## src/rtl/shift_stack_pkg.sv

```systemverilog
// Shared types for the shift_stack data stack: operation codes, the per-cell
// select, and the {push, pop, overwrite} decoder.
package shift_stack_pkg;

  typedef enum logic [2:0] {
    OP_NOP  = 3'd0,
    OP_PUSH = 3'd1,
    OP_POP  = 3'd2,
    OP_OVR  = 3'd3,
    OP_POPR = 3'd4
  } stack_op_t;

  typedef enum logic [1:0] {
    SEL_HOLD = 2'd0,
    SEL_LOAD = 2'd1,
    SEL_DOWN = 2'd2,
    SEL_UP   = 2'd3
  } cell_sel_t;

  // push+pop(+overwrite) keeps depth unchanged, so it collapses to overwrite;
  // push+overwrite alone is a plain push.
  function automatic stack_op_t decode_op(input logic push, input logic pop,
                                          input logic overwrite);
    stack_op_t op;
    unique case ({push, pop, overwrite})
      3'b000:  op = OP_NOP;
      3'b100:  op = OP_PUSH;
      3'b101:  op = OP_PUSH;
      3'b010:  op = OP_POP;
      3'b001:  op = OP_OVR;
      3'b011:  op = OP_POPR;
      default: op = OP_OVR;
    endcase
    return op;
  endfunction

endpackage

```

## src/rtl/shift_stack_cell.sv

```systemverilog
// One WIDTH-bit stack cell: hold, load from data_in, take the cell above
// (shift down) or the cell below (shift up); synchronous active-high reset.
module stack_cell
  import shift_stack_pkg::*;
#(
  parameter int unsigned WIDTH = 16
) (
  input  logic             clk,
  input  logic             reset,
  input  cell_sel_t        sel,
  input  logic [WIDTH-1:0] load_data,
  input  logic [WIDTH-1:0] down_data,
  input  logic [WIDTH-1:0] up_data,
  output logic [WIDTH-1:0] q
);

  logic [WIDTH-1:0] cell_q;
  logic [WIDTH-1:0] cell_d;

  always_comb begin
    cell_d = cell_q;
    case (sel)
      SEL_LOAD: cell_d = load_data;
      SEL_DOWN: cell_d = down_data;
      SEL_UP:   cell_d = up_data;
      default:  cell_d = cell_q;
    endcase
  end

  always_ff @(posedge clk) begin
    if (reset) cell_q <= '0;
    else       cell_q <= cell_d;
  end

  assign q = cell_q;

endmodule

```

## src/rtl/shift_stack.sv

```systemverilog
// WIDTH x DEPTH shift-cell data stack with occupancy count, full/empty and
// sticky overflow/underflow. Optional peek port under SHIFT_STACK_PEEK_EN.
module shift_stack
  import shift_stack_pkg::*;
#(
  parameter  int unsigned WIDTH = 16,
  parameter  int unsigned DEPTH = 8,
  localparam int unsigned CW    = $clog2(DEPTH + 1)
) (
  input  logic                     clk,
  input  logic                     reset,
  input  logic [WIDTH-1:0]         data_in,
  input  logic                     push,
  input  logic                     pop,
  input  logic                     overwrite,
  input  logic                     err_clear,
`ifdef SHIFT_STACK_PEEK_EN
  input  logic [$clog2(DEPTH)-1:0] peek_idx,
  output logic [WIDTH-1:0]         peek_data,
`endif
  output logic [WIDTH-1:0]         sr0,
  output logic [WIDTH-1:0]         sr1,
  output logic [CW-1:0]            count,
  output logic                     empty,
  output logic                     full,
  output logic                     overflow,
  output logic                     underflow
);

  logic [WIDTH-1:0] cell_q [DEPTH];
  logic [CW-1:0]    count_q, count_d;
  logic             overflow_q, overflow_d;
  logic             underflow_q, underflow_d;
  logic             ovf_set, unf_set;
  cell_sel_t        top_sel, rest_sel;
  stack_op_t        op;

  always_comb begin
    op       = decode_op(push, pop, overwrite);
    count_d  = count_q;
    top_sel  = SEL_HOLD;
    rest_sel = SEL_HOLD;
    ovf_set  = 1'b0;
    unf_set  = 1'b0;
    case (op)
      OP_PUSH: begin
        if (count_q < CW'(DEPTH)) begin
          top_sel  = SEL_LOAD;
          rest_sel = SEL_DOWN;
          count_d  = count_q + CW'(1);
        end else begin
          ovf_set = 1'b1;
        end
      end
      OP_POP: begin
        if (count_q != '0) begin
          top_sel  = SEL_UP;
          rest_sel = SEL_UP;
          count_d  = count_q - CW'(1);
        end else begin
          unf_set = 1'b1;
        end
      end
      OP_OVR: begin
        if (count_q != '0) top_sel = SEL_LOAD;
        else               unf_set = 1'b1;
      end
      OP_POPR: begin
        if (count_q >= CW'(2)) begin
          top_sel  = SEL_LOAD;
          rest_sel = SEL_UP;
          count_d  = count_q - CW'(1);
        end else begin
          unf_set = 1'b1;
        end
      end
      default: ;
    endcase
    // A new violation in the same cycle as err_clear leaves the flag set.
    overflow_d  = ovf_set | (overflow_q & ~err_clear);
    underflow_d = unf_set | (underflow_q & ~err_clear);
  end

  always_ff @(posedge clk) begin
    if (reset) begin
      count_q     <= '0;
      overflow_q  <= 1'b0;
      underflow_q <= 1'b0;
    end else begin
      count_q     <= count_d;
      overflow_q  <= overflow_d;
      underflow_q <= underflow_d;
    end
  end

  for (genvar i = 0; i < DEPTH; i++) begin : g_cell
    logic [WIDTH-1:0] down_w;
    logic [WIDTH-1:0] up_w;
    if (i == 0) begin : g_top
      assign down_w = '0;
    end else begin : g_mid
      assign down_w = cell_q[i-1];
    end
    // The bottom cell refills with zero so vacated entries always read 0.
    if (i == DEPTH - 1) begin : g_bot
      assign up_w = '0;
    end else begin : g_up
      assign up_w = cell_q[i+1];
    end

    stack_cell #(.WIDTH(WIDTH)) u_cell (
      .clk       (clk),
      .reset     (reset),
      .sel       ((i == 0) ? top_sel : rest_sel),
      .load_data (data_in),
      .down_data (down_w),
      .up_data   (up_w),
      .q         (cell_q[i])
    );
  end

`ifdef SHIFT_STACK_PEEK_EN
  always_comb begin
    peek_data = '0;
    if (CW'(peek_idx) < count_q) peek_data = cell_q[peek_idx];
  end
`endif

  assign sr0       = cell_q[0];
  assign sr1       = cell_q[1];
  assign count     = count_q;
  assign empty     = (count_q == '0);
  assign full      = (count_q == CW'(DEPTH));
  assign overflow  = overflow_q;
  assign underflow = underflow_q;

endmodule
```

## config.mk

```make
export PLATFORM = sky130hd
export DESIGN_NAME = shift_stack
export DESIGN_NICKNAME = d
export VERILOG_FILES = /design/src/rtl/shift_stack_pkg.sv /design/src/rtl/shift_stack_cell.sv /design/src/rtl/shift_stack.sv
export SDC_FILE = /design/constraint.sdc
export NUM_CORES = 1
export LEC_CHECK = 0
export CORE_ASPECT_RATIO = 1.25
export CORE_MARGIN = 1.5
export CORE_UTILIZATION = 32
export DETAILED_ROUTE_END_ITERATION = 6
export HOLD_SLACK_MARGIN = 0.03
export PLACE_DENSITY = 0.5
export SYNTH_ARGS = -nofsm -noshare
export SYNTH_HDL_FRONTEND = slang
export SYNTH_SLANG_ARGS = --single-unit
```

## constraint.sdc

```tcl
create_clock -name clk -period 1.9 [get_ports clk]
set_input_delay 0.38 -clock clk [delete_from_list [all_inputs] [get_ports clk]]
set_output_delay 0.38 -clock clk [all_outputs]
set_load 0.03 [all_outputs]
```

---- Word level (Yosys, flattened, before mapping) ----
Index checks and enable logic that the tools add are counted.
cells by class
  $add $sub $neg .......................... 2
  magnitude comparators ................... 2
  equality and inequality tests ........... 18
  muxes and demuxes ....................... 26
  bitwise gates (word level) .............. 5
  reductions and logical operators ........ 9
operators with widths
  cell                   count
  $pmux W16 S3           8
  $eq A3 B2 Y1 const B   4
  $mux W4                3
  $pmux W3 S4            1
  $pmux W4 S3            1
  $eq A3 B3 Y1 const B   3
  $reduce_bool A3 Y1     3
  $eq A2 B2 Y1 const B   4
  $pmux W2 S4            1
  $mux W1                7
  $mux W2                3
  $ne A2 B2 Y1 const B   3
  $pmux W2 S3            1
  $add A4 B1 Y4 const B  1
  $eq A2 B1 Y1 const B   2
  $eq A4 B4 Y1 const B   1
  $ge A4 B2 Y1 const B   1
  $logic_not A4 Y1       1
  $lt A4 B4 Y1 const B   1
  $reduce_and A4 Y1      1
  $reduce_bool A4 Y1     1
  $reduce_or A2 Y1       2
  $sub A4 B1 Y4 const B  1
  $eq A3 B1 Y1 const B   1
  5 further kinds        7
word-level totals
  register bits after elaboration ......... 134
  bits of input ports ..................... 22
  output and inout bits ................... 40
  logic and storage cells ................. 73

---- Logic depth before layout (Yosys ltp) ----
Gate-level depths: netlist of run 1.
  word-level depth ........................ 7
  depth in mapped cells ................... 7
  gate-level depth less buffers ........... 7

---- Cells and area by module ----
Synthesis of run 1 repeated with hierarchy kept, for this count alone.
second synthesis, totals
  cells, all modules ...................... 664
  area total of the unflattened synthesis .. 7196.9 um^2
by module, submodules not included
  module       times used  cells an instance  area each (um^2)  sequential area each (um^2)
  stack_cell   8           74                 827.0             320.3
  shift_stack  1           72                 580.6             120.1

---- Worst setup path after synthesis of run 1 ----
Ideal clock, no wire load.
  path kind ............................... reg-to-output
  start ................................... register count_q[3] (netlist: count[3])
  end ..................................... output empty
  arrival ................................. 1738 ps
  required time ........................... 1520 ps
  setup slack ............................. -218 ps
  stages on the path, launching flop included .. 6
  path buffers ............................ 3
  path through ............................ dfxtp_1 -> or3_1 -> buf_2 -> buf_6 -> clkbuf_1 -> nor2_1
on the way
  word-level cells in the longest chain between the ends .. 1
ends and longest elaborated chain
  what                      line                text
  start: declaration        shift_stack.sv:31   logic [CW-1:0] count_q, count_d;
  start signal: assignment  shift_stack.sv:90   count_q <= count_d;
  $logic_not A4 Y1          shift_stack.sv:132  assign empty = (count_q == '0);
  end: declaration          shift_stack.sv:24   output logic empty,
Every way passes these cells.

---- Worst setup path in the final report of run 1 ----
  start ................................... register count_q[1] (netlist: count[1])
  end ..................................... output empty
Same word-level chain as after synthesis.

==> flow_metrics.env, run 1 <==
export IMPL_layout_setup_ws_ns=-0.0229
export IMPL_core_area_mm2=0.0180
export IMPL_wire_per_inst_um=14.5
export IMPL_synth_edf_count=0
export IMPL_synth_top_family_by_area="compound AO/OA/AOI/OAI gates"
export IMPL_synth_area_leaders="dfxtp_1 46%, mux2i_1 15%, nor2_1 9.6%"
export IMPL_grt_pass1_wl_mm=22.3
export IMPL_async_flop_share_pct=0
export IMPL_antenna_found_initial=0
export IMPL_synth_simple_area_share_pct=11.3
export IMPL_synth_nets=639
export IMPL_cts_root_buf="clkbuf_16"
export IMPL_clockBufferDepth=2
export IMPL_grt_pass1_vias=4334
export IMPL_dp_slack_ns=-0.353
export IMPL_vdd_drop_max_v=0.000662
export IMPL_grt_max_degree=48
export IMPL_muxShareOfSynthArea_pct=15.4
export IMPL_hold_viol=0
export IMPL_cp_max_fo=6
export IMPL_setup_viol=1
export IMPL_fp_dieW_um=124
export IMPL_leakage_nw=3.47
export IMPL_drc_errors=0
export IMPL_worst_pin_slew_ns=0.468
export IMPL_max_freq_mhz=520
export IMPL_placed_cell_area_mm2=0.00699
export IMPL_fin_tns_setup_ns=-0.0229
export IMPL_holdCritPathClass="in2reg"
export IMPL_whs_ns=0.399
export IMPL_cts_tree="yes"
export IMPL_seq_power_share_pct=40.0
export IMPL_synth_flop_cell="dfxtp_1"
export IMPL_cp_arrival_ns=1.54
export IMPL_clk_pin_slew_ns=0.06
export IMPL_dpl_cell_count=895
export IMPL_p_per_area_mw_per_mm2=1080
export IMPL_hpwl_mm=8.96
export IMPL_syn_inst=614
export IMPL_antennaDiodeCount=0
export IMPL_critical_path_required_ns=1.52
export IMPL_viasPerCell=5.16
export IMPL_ios=62
export IMPL_switchingPower_mw=2.40
export IMPL_yosysTopAreaCell="dfxtp_1"
export IMPL_numClockSinks=134
export IMPL_floorplan_initialDensity_pct=32.5
export IMPL_dr_pass1_iters=6
export IMPL_pwr_share_clk_pct=38.4
export IMPL_start_kind="flop"
export IMPL_gp_congestion=0.758
export IMPL_post_route_util_pct=42.5
export IMPL_htreeDepth=4
export IMPL_synth_xor_area_share_pct=0.299
export IMPL_synth_seq_cells=134
export IMPL_cts_made_buffers=17
export IMPL_synth_distinct_cells=34
export IMPL_drt_initial_drc_count=420
export IMPL_numPortBuffers=61
export IMPL_p_int_mw=5.86
export IMPL_rows=55
export IMPL_period_share_pct=101
export IMPL_chipHeight_um=154
export IMPL_maxSlewHeadroom_pct=68.8
export IMPL_die_area_mm2=0.0192
export IMPL_cap_violations=0
export IMPL_min_period_ns=1.92
export IMPL_status="complete, but fails checks"
export IMPL_skew_ns=0.00573
export IMPL_wl_mm=13.5
export IMPL_ctsHoldBuffers=0
export IMPL_drt_antenna_violating_nets=0
export IMPL_drive_gt1_share_pct=13.6
export IMPL_combPwrFrac_pct=21.6
export IMPL_synth_compound_area_share_pct=21.5
export IMPL_netlist_area_mm2=0.00587
export IMPL_endpoint_kind="primary output"
export IMPL_syn2layout_area_growth_pct=30.7
export IMPL_fin_area_mm2=0.00767
export IMPL_violations="negative setup slack"
export IMPL_overflow=0
export IMPL_syn_area_per_cell_um2=9.55
export IMPL_rsz0062_at_grt="true"
export IMPL_fillCellCount=1737
export IMPL_worstSetupPathType="reg2out"
export IMPL_final_max_slew_viol_count=0
export IMPL_layoutNonFillerInstCount=929
export IMPL_num_vias=4794
export IMPL_ys_warn_count=0
export IMPL_synth_top_area_share_pct=45.7
export IMPL_switching_share_pct=29.1
export IMPL_nets=713
export IMPL_grtUsageTotal_pct=14.7
export IMPL_seq_area_frac_synth_pct=45.7
export IMPL_worst_skew_pair_late_latency_ns=0.41
export IMPL_synthAdderAreaFrac_pct=0.768
export IMPL_finalPower_mw=8.26
==> cell usage after synthesis (2+ instances only) <==
cell and n:
nor2_1 150, dfxtp_1 134, mux2i_1 90, a211oi_1 71
buf_2 27, a222oi_1 25, clkbuf_1 25, a21oi_1 20
a22oi_1 17, a221o_1 16, buf_4 5, inv_1 3
nand2b_1 3, nor2b_1 3, buf_6 2, ha_1 2
nand2_1 2, nor3b_1 2, xor2_1 2
==> per-layer routing <==
metal / track usage (%) / vias up / share of wire [%]
met5: 0 / - / 0
met4: 5.68 / 0 / 1.7
met3: 3.65 / 21 / 4.6
met2: 21.0 / 110 / 44
met1: 21.0 / 2238 / 50
li1: - / 2425 / -
==> logic make-up after synthesis <==
family          count (synthesis)
flops                         134
simple gates                  166
buf+inv                        62
xor+xnor                        2
fa+ha+maj                       3
mux                            90
compound gates                157
==> flip-flops by register name (all words and copies together) (netlist names) <==
| name | flops |
|---|---|
| count | 4 |
| underflow | 1 |
| overflow | 1 |
| g_cell.u_cell.q | 128 |
==> final timing paths <==
check | startpoint | end | slack, ns | cells after the start
worst min-delay path | reset | overflow | 0.40 | 2
worst max register to register | count[1] | g_cell[6].u_cell.q[4] | 0.19 | 5
worst min register to register | underflow | underflow | 0.48 | 2
worst max-delay path | count[1] | empty | -0.02 | 4
==> power groups by stage <==
stage / combinational, mW / clock, mW / sequential (mW)
after floorplan: 0.921 / 0 / 3.55
after global placement: 1.76 / 0 / 3.35
after detailed placement: 1.79 / 0 / 3.36
after CTS: 1.79 / 3.26 / 3.31
after global routing: 1.95 / 3.41 / 3.34
final: 1.78 / 3.17 / 3.30
==> area by class of cell <==
cell class	count	area, um^2	area share, %
timing repair buffer	114	1190	15.5
clock inverter	8	98.8	1.29
sequential	134	2690	35.0
clock buffer	24	472	6.15
tap	228	285	3.72
multi-input combinational	418	2920	38.1
inverter	3	11.3	0.147
==> critical path, stage by stage, from the launching register on <==
cell	delay [ns]
dfxtp_2	0.31
or3_4	0.46
buf_6	0.15
nor2_4	0.07
buf_6	0.13
==> cell usage in the layout (no fill, tap or decap), types with 2 or more instances in the layout <==
cell type	n
ha_1	2
a221o_1	16
clkinv_2	3
dlygate4sd2_1	12
clkbuf_1	5
xor2_1	2
inv_1	3
clkbuf_8	2
buf_4	43
o21ai_4	2
dlymetal6s2s_1	24
buf_12	11
clkdlybuf4s50_1	22
a22oi_1	16
clkbuf_16	17
a21oi_1	19
bufinv_16	2
nor2b_1	3
nand2b_1	3
nor2_1	149
dfxtp_2	2
a211oi_1	71
clkinvlp_4	2
buf_6	2
mux2i_1	90
dfxtp_1	132
nand2_1	2
a222oi_1	25
==> timing repair <==
item                                    in CTS  in global routing
pin swaps                                    1                  2
endpoints found under the setup margin      93                 44
setup buffers                                0                  2
resized for setup                           16                 25
Note: power is estimated with default switching activity, not from simulation.
==> inputs of run 2 (changes only) <==
Settings changed: GPL_TIMING_DRIVEN set to 1.
==> results of run 2 <==
The final DEF is identical to that of run 1; final timing and power are the same.
